## config.mk

```make
export PLATFORM = sky130hd
export DESIGN_NAME = pla_preimage_search_flat
export DESIGN_NICKNAME = d
export VERILOG_FILES = /design/src/rtl/pla_search_pkg.sv /design/src/rtl/pla_preimage_search_if.sv /design/src/rtl/pla_masked_match.sv /design/src/rtl/pla_preimage_search.sv /design/src/flat_wrapper.sv
export SDC_FILE = /design/constraint.sdc
export NUM_CORES = 1
export LEC_CHECK = 0
export CORE_ASPECT_RATIO = 0.6
export CORE_MARGIN = 2
export CORE_UTILIZATION = 56
export DETAILED_ROUTE_END_ITERATION = 10
export DONT_BUFFER_PORTS = 1
export PLACE_DENSITY = 0.79
export SETUP_SLACK_MARGIN = 0.3
export SLEW_MARGIN = 30
export SYNTH_ARGS = -nofsm -noshare
export SYNTH_HDL_FRONTEND = slang
export SYNTH_SLANG_ARGS = --single-unit
```

## constraint.sdc

```tcl
create_clock -name clk -period 1.8 [get_ports clk]
set_clock_uncertainty 0.05 [all_clocks]
set_input_delay 0.36 -clock clk [delete_from_list [all_inputs] [get_ports clk]]
set_output_delay 0.36 -clock clk [all_outputs]
set_load 0.01 [all_outputs]
```

## src/rtl/pla_search_pkg.sv

```systemverilog
// Shared definitions for the PLA preimage search block.
//   NX / NZ / CW : PLA input width, PLA output width, match-count width
//   state_t      : search FSM states (IDLE, SCAN, DONE)
//   masked_match : true when every care bit of a PLA output equals the target
package pla_search_pkg;

    localparam int NX = 9;
    localparam int NZ = 14;
    localparam int CW = NX + 1;  // must hold 0..2^NX inclusive

    typedef enum logic [1:0] {
        IDLE = 2'd0,
        SCAN = 2'd1,
        DONE = 2'd2
    } state_t;

    function automatic logic masked_match(input logic [NZ-1:0] z,
                                          input logic [NZ-1:0] target,
                                          input logic [NZ-1:0] mask);
        return ((z ^ target) & mask) == '0;
    endfunction

endpackage

```

## src/rtl/pla_preimage_search_if.sv

```systemverilog
// Request/response bundle of the PLA preimage search block.
//   req_valid/req_ready/req_target/req_mask : search request
//   rsp_valid/rsp_ready/rsp_found/rsp_x/rsp_count : search result
// Handshake: a transfer happens on a rising edge where valid and ready are
// both high. The requester holds req_target/req_mask while req_valid is high;
// the block holds every rsp_* field stable while rsp_valid is high and
// rsp_ready is low. A valid never waits on ready to rise.
// Modports: master = requester/consumer, slave = the search block.
interface pla_preimage_search_if;
    import pla_search_pkg::*;

    logic          req_valid;
    logic          req_ready;
    logic [NZ-1:0] req_target;
    logic [NZ-1:0] req_mask;
    logic          rsp_valid;
    logic          rsp_ready;
    logic          rsp_found;
    logic [NX-1:0] rsp_x;
    logic [CW-1:0] rsp_count;

    modport master (
        output req_valid, req_target, req_mask, rsp_ready,
        input  req_ready, rsp_valid, rsp_found, rsp_x, rsp_count
    );

    modport slave (
        input  req_valid, req_target, req_mask, rsp_ready,
        output req_ready, rsp_valid, rsp_found, rsp_x, rsp_count
    );

endinterface

```

## src/rtl/pla_masked_match.sv

```systemverilog
// Combinational NZ-wide masked equality between a PLA response and a target.
//   z      : PLA output under test
//   target : desired pattern
//   mask   : care bits (1 = compare)
//   match  : high when all care bits agree
module pla_masked_match
    import pla_search_pkg::*;
(
    input  logic [NZ-1:0] z,
    input  logic [NZ-1:0] target,
    input  logic [NZ-1:0] mask,
    output logic          match
);

    assign match = masked_match(z, target, mask);

endmodule

```

## src/rtl/pla_preimage_search.sv

```systemverilog
// Sweeps all 2^NX input vectors through an external combinational PLA and
// reports the lowest vector whose outputs match a masked target.
//   clk, rst  : clock, synchronous active-high reset
//   bus       : request/response bundle (slave side)
//   probe_x   : vector driven to the external PLA
//   probe_z   : PLA response to probe_x, same cycle
//   busy      : high while scanning
//   state_dbg : current FSM state
// Build option: PLA_PREIMAGE_COUNT_EN enables a full sweep with an exact
// match count; without it the scan stops on the first match and rsp_count
// reads 0.
module pla_preimage_search
    import pla_search_pkg::*;
(
    input  logic                  clk,
    input  logic                  rst,
    pla_preimage_search_if.slave  bus,
    output logic [NX-1:0]         probe_x,
    input  logic [NZ-1:0]         probe_z,
    output logic                  busy,
    output state_t                state_dbg
);

`ifdef PLA_PREIMAGE_COUNT_EN
    localparam bit EARLY_EXIT = 1'b0;
    logic [CW-1:0] count_q;
`else
    localparam bit EARLY_EXIT = 1'b1;
`endif

    state_t        state_q, state_d;
    logic [NZ-1:0] target_q;
    logic [NZ-1:0] mask_q;
    logic          found_q;
    logic [NX-1:0] rsp_x_q;
    logic          match;
    logic          scan_end;
    logic          accept;

    pla_masked_match u_match (
        .z      (probe_z),
        .target (target_q),
        .mask   (mask_q),
        .match  (match)
    );

    assign accept   = (state_q == IDLE) && bus.req_valid;
    // Last vector always ends the sweep; a hit ends it early when not counting.
    assign scan_end = (probe_x == '1) || (EARLY_EXIT && match);

    always_comb begin
        state_d = state_q;
        unique case (state_q)
            IDLE:    if (bus.req_valid) state_d = SCAN;
            SCAN:    if (scan_end)      state_d = DONE;
            DONE:    if (bus.rsp_ready) state_d = IDLE;
            default:                    state_d = IDLE;
        endcase
    end

    always_ff @(posedge clk) begin
        if (rst) begin
            state_q  <= IDLE;
            target_q <= '0;
            mask_q   <= '0;
            probe_x  <= '0;
            found_q  <= 1'b0;
            rsp_x_q  <= '0;
`ifdef PLA_PREIMAGE_COUNT_EN
            count_q  <= '0;
`endif
        end else begin
            state_q <= state_d;
            if (accept) begin
                target_q <= bus.req_target;
                mask_q   <= bus.req_mask;
                probe_x  <= '0;
                found_q  <= 1'b0;
                rsp_x_q  <= '0;
`ifdef PLA_PREIMAGE_COUNT_EN
                count_q  <= '0;
`endif
            end else if (state_q == SCAN) begin
                if (match && !found_q) begin
                    found_q <= 1'b1;
                    rsp_x_q <= probe_x;
                end
`ifdef PLA_PREIMAGE_COUNT_EN
                if (match) count_q <= count_q + CW'(1);
`endif
                // probe_x stays on the final vector once the scan ends.
                if (!scan_end) probe_x <= probe_x + NX'(1);
            end
        end
    end

    assign bus.req_ready = (state_q == IDLE);
    assign bus.rsp_valid = (state_q == DONE);
    assign bus.rsp_found = found_q;
    assign bus.rsp_x     = rsp_x_q;
`ifdef PLA_PREIMAGE_COUNT_EN
    assign bus.rsp_count = count_q;
`else
    assign bus.rsp_count = '0;
`endif
    assign busy      = (state_q == SCAN);
    assign state_dbg = state_q;

endmodule

```

## src/flat_wrapper.sv

```systemverilog
// flat-port wrapper written by rule: the top's interface ports become plain ports
module pla_preimage_search_flat import pla_search_pkg::*;
  (clk, rst, probe_x, probe_z, busy, state_dbg, bus_req_valid, bus_req_target, bus_req_mask, bus_rsp_ready, bus_req_ready, bus_rsp_valid, bus_rsp_found, bus_rsp_x, bus_rsp_count);
  pla_preimage_search_if bus_i ();
  input  logic clk;
  input  logic rst;
  output logic [NX-1:0] probe_x;
  input  logic [NZ-1:0] probe_z;
  output logic busy;
  output state_t state_dbg;
  input wire logic [$bits(bus_i.req_valid)-1:0] bus_req_valid;
  input wire logic [$bits(bus_i.req_target)-1:0] bus_req_target;
  input wire logic [$bits(bus_i.req_mask)-1:0] bus_req_mask;
  input wire logic [$bits(bus_i.rsp_ready)-1:0] bus_rsp_ready;
  output wire logic [$bits(bus_i.req_ready)-1:0] bus_req_ready;
  output wire logic [$bits(bus_i.rsp_valid)-1:0] bus_rsp_valid;
  output wire logic [$bits(bus_i.rsp_found)-1:0] bus_rsp_found;
  output wire logic [$bits(bus_i.rsp_x)-1:0] bus_rsp_x;
  output wire logic [$bits(bus_i.rsp_count)-1:0] bus_rsp_count;
  assign bus_i.req_valid = bus_req_valid;
  assign bus_i.req_target = bus_req_target;
  assign bus_i.req_mask = bus_req_mask;
  assign bus_i.rsp_ready = bus_rsp_ready;
  assign bus_req_ready = bus_i.req_ready;
  assign bus_rsp_valid = bus_i.rsp_valid;
  assign bus_rsp_found = bus_i.rsp_found;
  assign bus_rsp_x = bus_i.rsp_x;
  assign bus_rsp_count = bus_i.rsp_count;
  pla_preimage_search u_core (.clk(clk), .rst(rst), .bus(bus_i), .probe_x(probe_x), .probe_z(probe_z), .busy(busy), .state_dbg(state_dbg));
endmodule
```

==> results of run 1 <==
-- cell usage after synthesis, drive strengths merged --
library cell and instances:
a21oi 36, a22oi 7, and2 1, and3 1
buf 15, clkbuf 8, conb 1, dfxtp 49
ha 2, inv 1, mux2i 9, nand2 61
nand2b 3, nand3 7, nand4 1, nor2 17
nor2b 1, nor4 1, o211ai 1, o21ai 7
o31ai 2, or3 3, or4 2, xor2 16
-- timing repair --
action,in CTS,in global routing
gates resized for setup,13,18
endpoints found under the setup margin,26,37
pin swaps,5,11
hold endpoints to repair,0,0
setup buffers,2,6
-- worst register-to-register path: stages (launching register included) --
cell     delay [ns]
dfxtp_4        0.36
ha_4           0.16
nand3_2        0.09
nor2_4         0.04
ha_4           0.16
nor2_4         0.12
o21ai_4        0.09
buf_6          0.13
or4_1          0.46
a21oi_1        0.16
-- worst paths after layout --
| kind | start | end | slack (ns) | depth (start not counted) |
|---|---|---|---|---|
| worst max-delay path | u_core.probe_x[0] | u_core.probe_x[7] | -0.08 | 9 |
| worst min-delay path | rst | u_core.target_q[2] | 0.07 | 1 |
| worst max register to register | u_core.probe_x[0] | u_core.probe_x[7] | -0.08 | 9 |
| worst min register to register | u_core.mask_q[10] | u_core.mask_q[10] | 0.40 | 2 |
-- metal layers --
layer	wire, µm	track usage, %	vias up
met5	0	0	-
met4	73	9.68	0
met3	393	6.83	8
met2	2340	35.8	63
met1	2320	30.6	834
li1	-	-	875
-- per-stage QoR --
stage / hold slack [ns] / power [mW] / instances / TNS, ns
after global routing: 0.0526 / 2.46 / 326 / -1.97
after CTS: 0.0654 / 2.30 / 320 / -0.405
after detailed placement: 0.384 / 1.64 / 311 / -1.05
after floorplan: 0.386 / 1.53 / 261 / 0
final: 0.0694 / 2.35 / 326 / -0.220
after global placement: 0.381 / 1.62 / 311 / -0.488
-- sequential cells by signal, summed over array words and instances (netlist names) --
signal and count:
u_core.mask_q 14, u_core.bus.rsp_found 1, u_core.target_q 14, u_core.probe_x 9, u_core.state_dbg 2, u_core.bus.rsp_x 9
-- final cells by class --
class	instances	area (µm²)	area share, %
Multi-Input combinational cell	188	1170	45.0
Timing Repair Buffer	34	294	11.3
Tap cell	47	58.8	2.26
Clock buffer	7	86.3	3.31
Sequential cell	49	992	38.1
Inverter	1	3.75	0.144
-- kinds of logic (layout without fill, tap and decap cells) --
kind of cell	count (synthesis)	in the layout	synth area share, %
simple gates	98	98	21.2
xor+xnor	16	16	6.49
buf+inv	24	42	6.84
other cells	1	10	0.174
compound gates	53	53	14.5
flops	49	49	45.4
mux	9	9	4.17
fa+ha+maj	2	2	1.16
-- report_power, final --
part / internal [mW] / switching (mW) / total (mW)
Sequential: 1.14 / 0.0414 / 1.19
Combinational: 0.235 / 0.283 / 0.518
Clock: 0.306 / 0.345 / 0.651
==> results.cfg, run 1 <==
[run_status]
outcome = complete, but fails checks
failed_checks = setup timing

[detailed_routing]
vias = 1780
drcViolationCount = 0
drt_iter0_markers = 99
wl_mm = 5.12
antenna_left = 0
wl_per_cell_um = 15.7
viasPerCell = 5.46
first_pass_iters = 4

[layout]
post-route-util_pct = 70.9
diodes = 0
drive_above_1_share_pct = 27.2
layout.nets = 327
nFillCells = 291
final_common_cell = nand2_1
final_area_um2 = 2610
area_delta_synth_final_pct = 20.7
layout_common_cells = nand2_1 (60), dfxtp_1 (42), a21oi_1 (35)

[min_path]
min_path_type = input port to flip-flop

[synthesis]
synth_area_leader_cell = dfxtp_1
syn_inst = 252
ys_ff_latch = 49
synth_area_leaders = dfxtp_1 (45%), nand2_1 (11%), a21oi_1 (8.3%), xor2_1 (6.5%), mux2i_1 (4.2%)
ys_types = 31
syn_avg_cell_area_um2 = 8.57
synth_sequential_area_ratio_pct = 45.4
synth-warning-count = 0
syn_area_um2 = 2160
synth_top_area_share_pct = 45.4

[worst_setup_path]
end_kind = flip-flop
crit_buf_inv = 1
path_class = flip-flop to flip-flop
start_kind = flip-flop
worstPathMaxFanout = 4
arrival_ns = 2.05
max_stage_delay_ns = 0.45
path_cells = ha_4 -> nand3_2 -> nor2_4 -> ha_4 -> nor2_4 -> o21ai_4 -> buf_6 -> or4_1 -> a21oi_1
worst_path_dominant_cell_family = simple AND/OR/NAND/NOR gates
required_ns = 1.97
crit_path_top_delay_cell = or4_1

[sta]
fmax_mhz = 533
rsz0062_at_grt = yes
min_period_ns = 1.88
fin_crit_sh_pct = 104
slew_violations = 0
hold_violations = 0
fin_ws_ns = -0.0772
setup_viol = 9

[floorplanning]
die_w_um = 84.2
row_count = 17
core-area_um2 = 3680
die-area_um2 = 4390
io_pins = 80
initial_core_util_pct = 58.7
die_h_um = 52.1

[clock_tree]
cts_htree_levels = 2
cts_root_buf = clkbuf_8
clockBufferDepth = 2
clk_pin_slew_ns = 0.09
numCtsBuffers = 5
cts_hold_buf = 0
cts.sinks = 49
cts_tree = built
clk_latency_ns = 0.29

[pwr]
p_leak_nw = 1.01
power_density_nw_per_um2 = 903
ir_worst_vdd_uv = 602

[placement]
place_area_um2 = 2360
dp_hpwl_mm = 3.55
post-place-ws_ns = -0.126
gp_congestion = 0.860
port-buffer-count = 0

[global_route]
antenna_found_initial = 0
grt_usage_pct = 23.2
grt_overflow = 0
grt_start_max_net_pins = 33
grt_pass1_vias = 1657
grt_pass1_wl_mm = 7.79

[run]
cap_violations = 0
Power figures use the tool's default switching activity.
==> inputs of run 2 (changes only) <==
--- a/config.mk
+++ b/config.mk
@@ -10,6 +10,7 @@
 export CORE_UTILIZATION = 56
 export DETAILED_ROUTE_END_ITERATION = 10
 export DONT_BUFFER_PORTS = 1
+export GPL_ROUTABILITY_DRIVEN = 0
 export PLACE_DENSITY = 0.79
 export SETUP_SLACK_MARGIN = 0.3
 export SLEW_MARGIN = 30
==> results of run 2 <==
The final DEF is identical to that of run 1; final timing and power are the same.
==> inputs of run 3 (changes only) <==
--- a/config.mk
+++ b/config.mk
@@ -16,4 +16,5 @@
 export SLEW_MARGIN = 30
 export SYNTH_ARGS = -nofsm -noshare
 export SYNTH_HDL_FRONTEND = slang
+export SYNTH_HIERARCHICAL = 1
 export SYNTH_SLANG_ARGS = --single-unit
==> run 3 against run 2 <==
Compared with the run above: the run still ends with setup timing left; non-clock buffer count down 9; routed wire length down 3.5%; die area down 2.2%; final cell count unchanged; first-iteration DRC count up 3.0%; register-to-register slack worse by 0.27 ns; critical path depth down 1; synthesized cell count up 3.6%; critical endpoint is now u_core/probe_x[3].
==> results.cfg, run 3 <==
[worst_setup_path]
start_kind = flip-flop
required_ns = 1.99
crit_path_top_delay_cell = or4b_4
ff2ff_path_depth = 8
max_stage_delay_ns = 0.58
path_class = flip-flop to flip-flop
arrival_ns = 2.34
worst_path_dominant_cell_family = simple AND/OR/NAND/NOR gates
worstPathMaxFanout = 7
crit_buf_inv = 1
end_kind = flip-flop
cp.depth = 8
path_cells = xor2_1 -> a22oi_1 -> nand3_1 -> nor2_2 -> or4b_4 -> buf_6 -> or3_4 -> a21oi_2

[floorplanning]
die_w_um = 83.2
core-area_um2 = 3640
io_pins = 80
row_count = 17
die_h_um = 51.5
initial_core_util_pct = 58.0
die-area_um2 = 4290

[synthesis]
synth-warning-count = 6
synth_ff_type = dfxtp_1
synth_area_leader_cell = dfxtp_1
syn_area_um2 = 2110
synth_edf_count = 0
synth_most_common_cell = nand2_1
synth_top_area_share_pct = 46.5
ys_types = 31
synthArstFlopShare_pct = 0
ys_ff_latch = 49
synth_area_leaders = dfxtp_1 (47%), nand2_1 (14%), a21oi_1 (11%), xor2_1 (6.2%), buf_4 (3.6%)
synth_common_cells = nand2_1 (76), dfxtp_1 (49), a21oi_1 (45)
syn_avg_cell_area_um2 = 8.08
synth_sequential_area_ratio_pct = 46.5
syn_inst = 261

[sta]
setup_tns_ns = -2.75
min_period_ns = 2.15
rsz0062_at_grt = yes
fmax_mhz = 465
slew_violations = 0
setup_viol = 19
hold_violations = 0
fin_ws_ns = -0.352
fin_crit_sh_pct = 120

[pwr]
power_density_nw_per_um2 = 925
p_leak_nw = 0.967
ir_worst_vdd_uv = 588

[detailed_routing]
wl_mm = 4.94
first_pass_iters = 4
wl_per_cell_um = 15.2
antenna_left = 0
drcViolationCount = 0
viasPerCell = 5.45
vias = 1776
drt_iter0_markers = 102

[placement]
dp_hpwl_mm = 3.28
port-buffer-count = 0
post-place-ws_ns = -0.491

[layout]
drive_above_1_share_pct = 26.5
area_delta_synth_final_pct = 21.8
diodes = 0
layout.nets = 326
reg_top3 = u_core/mask_q: 14 flops, u_core/target_q: 14 flops
layout_common_cells = nand2_1 (72), dfxtp_1 (43), a21oi_1 (34)
final_common_cell = nand2_1

[global_route]
antenna_found_initial = 0
grt_pass1_wl_mm = 7.62
grt_overflow = 0
grt_start_max_net_pins = 32
grt_pass1_vias = 1621
grt_usage_pct = 22.7

[clock_tree]
cts_root_buf = clkbuf_8
cts.sinks = 49
cts_tree = built
numCtsBuffers = 5
clk_pin_slew_ns = 0.09
cts_hold_buf = 0
clk_latency_ns = 0.30
cts_htree_levels = 2
clockBufferDepth = 2

[run_status]
failed_checks = setup timing
outcome = complete, but fails checks

[min_path]
min_path_type = input port to flip-flop
min_path_cells = 1

[run]
cap_violations = 0
==> run 3: cell count changes in the layout (fill, tap and decap cells not counted), sizes merged, moves of 3 or more <==
cell   change
a21oi      +9
buf        -9
mux2i      -7
nand2     +15
nand3      -3
nor2       -9
o21ai      -5
==> run 3: stage by stage <==
step	area [µm²]	power (mW)	hold WS [ns]	cells	utilization, %
after floorplan	2190	1.51	0.386	270	-
after global placement	2250	1.56	0.381	312	61.9
after detailed placement	2250	1.58	0.383	312	61.9
after CTS	2440	2.32	0.0551	322	67.2
after global routing	2570	2.48	0.0406	326	70.6
final	2570	2.37	0.0658	326	70.6
==> run 3: cell type report <==
cell class | count | area [µm²]
tap | 47 | 58.8
clock inverter | 2 | 17.5
fill | 292 | 1070
timing repair buffer | 25 | 243
multi-input combinational | 195 | 1170
clock buffer | 6 | 82.6
sequential | 49 | 991
inverter | 2 | 7.51
==> run 3: metal layers <==
metal  track usage (%)  up-vias  wire (µm)
li1                  -      890          -
met1              31.6      815       2280
met2              35.5       67       2250
met3              6.67        4        374
met4              4.64        0         46
met5                 0        -          0
==> run 3: report_power, final <==
| group | internal (mW) | switching (mW) | total, mW |
|---|---|---|---|
| combinational | 0.220 | 0.267 | 0.487 |
| clock | 0.319 | 0.377 | 0.696 |
| sequential | 1.15 | 0.0431 | 1.19 |
| total | 1.69 | 0.687 | 2.37 |
==> run 3: cells by family after synthesis <==
family	synth area share, %
other	0.178
multiplexers	0.950
AO/OA/AOI/OAI	15.4
flip-flops	46.5
AND/OR/NAND/NOR	22.7
adder cells (fa/ha/maj)	1.19
buffers and inverters	6.82
XOR/XNOR	6.23
==> run 3: path summary, 6_finish.rpt <==
path,startpoint,end,slack [ns]
max,u_core/target_q[1],u_core/probe_x[3],-0.35
min,rst,u_core/target_q[2],0.07
max reg2reg,u_core/target_q[1],u_core/probe_x[3],-0.35
min reg2reg,u_core/mask_q[12],u_core/mask_q[12],0.40
==> run 3: worst reg2reg max path, delay by kind of cell, from the launching register on <==
kind / cells / cell delay [ns]
AOI/OAI and AO/OA: 2 / 0.24
xor gates and xnor gates: 1 / 0.20
buffers and inverters: 1 / 0.15
DFF: 1 / 0.35
and+or+nand+nor: 4 / 1.10
==> run 3: timing repair <==
action	4_1_cts	5_1_grt
pin swaps	7	14
resized for setup	21	26
cloned	1	0
buffers inserted	1	4
endpoints found under the setup margin	49	23
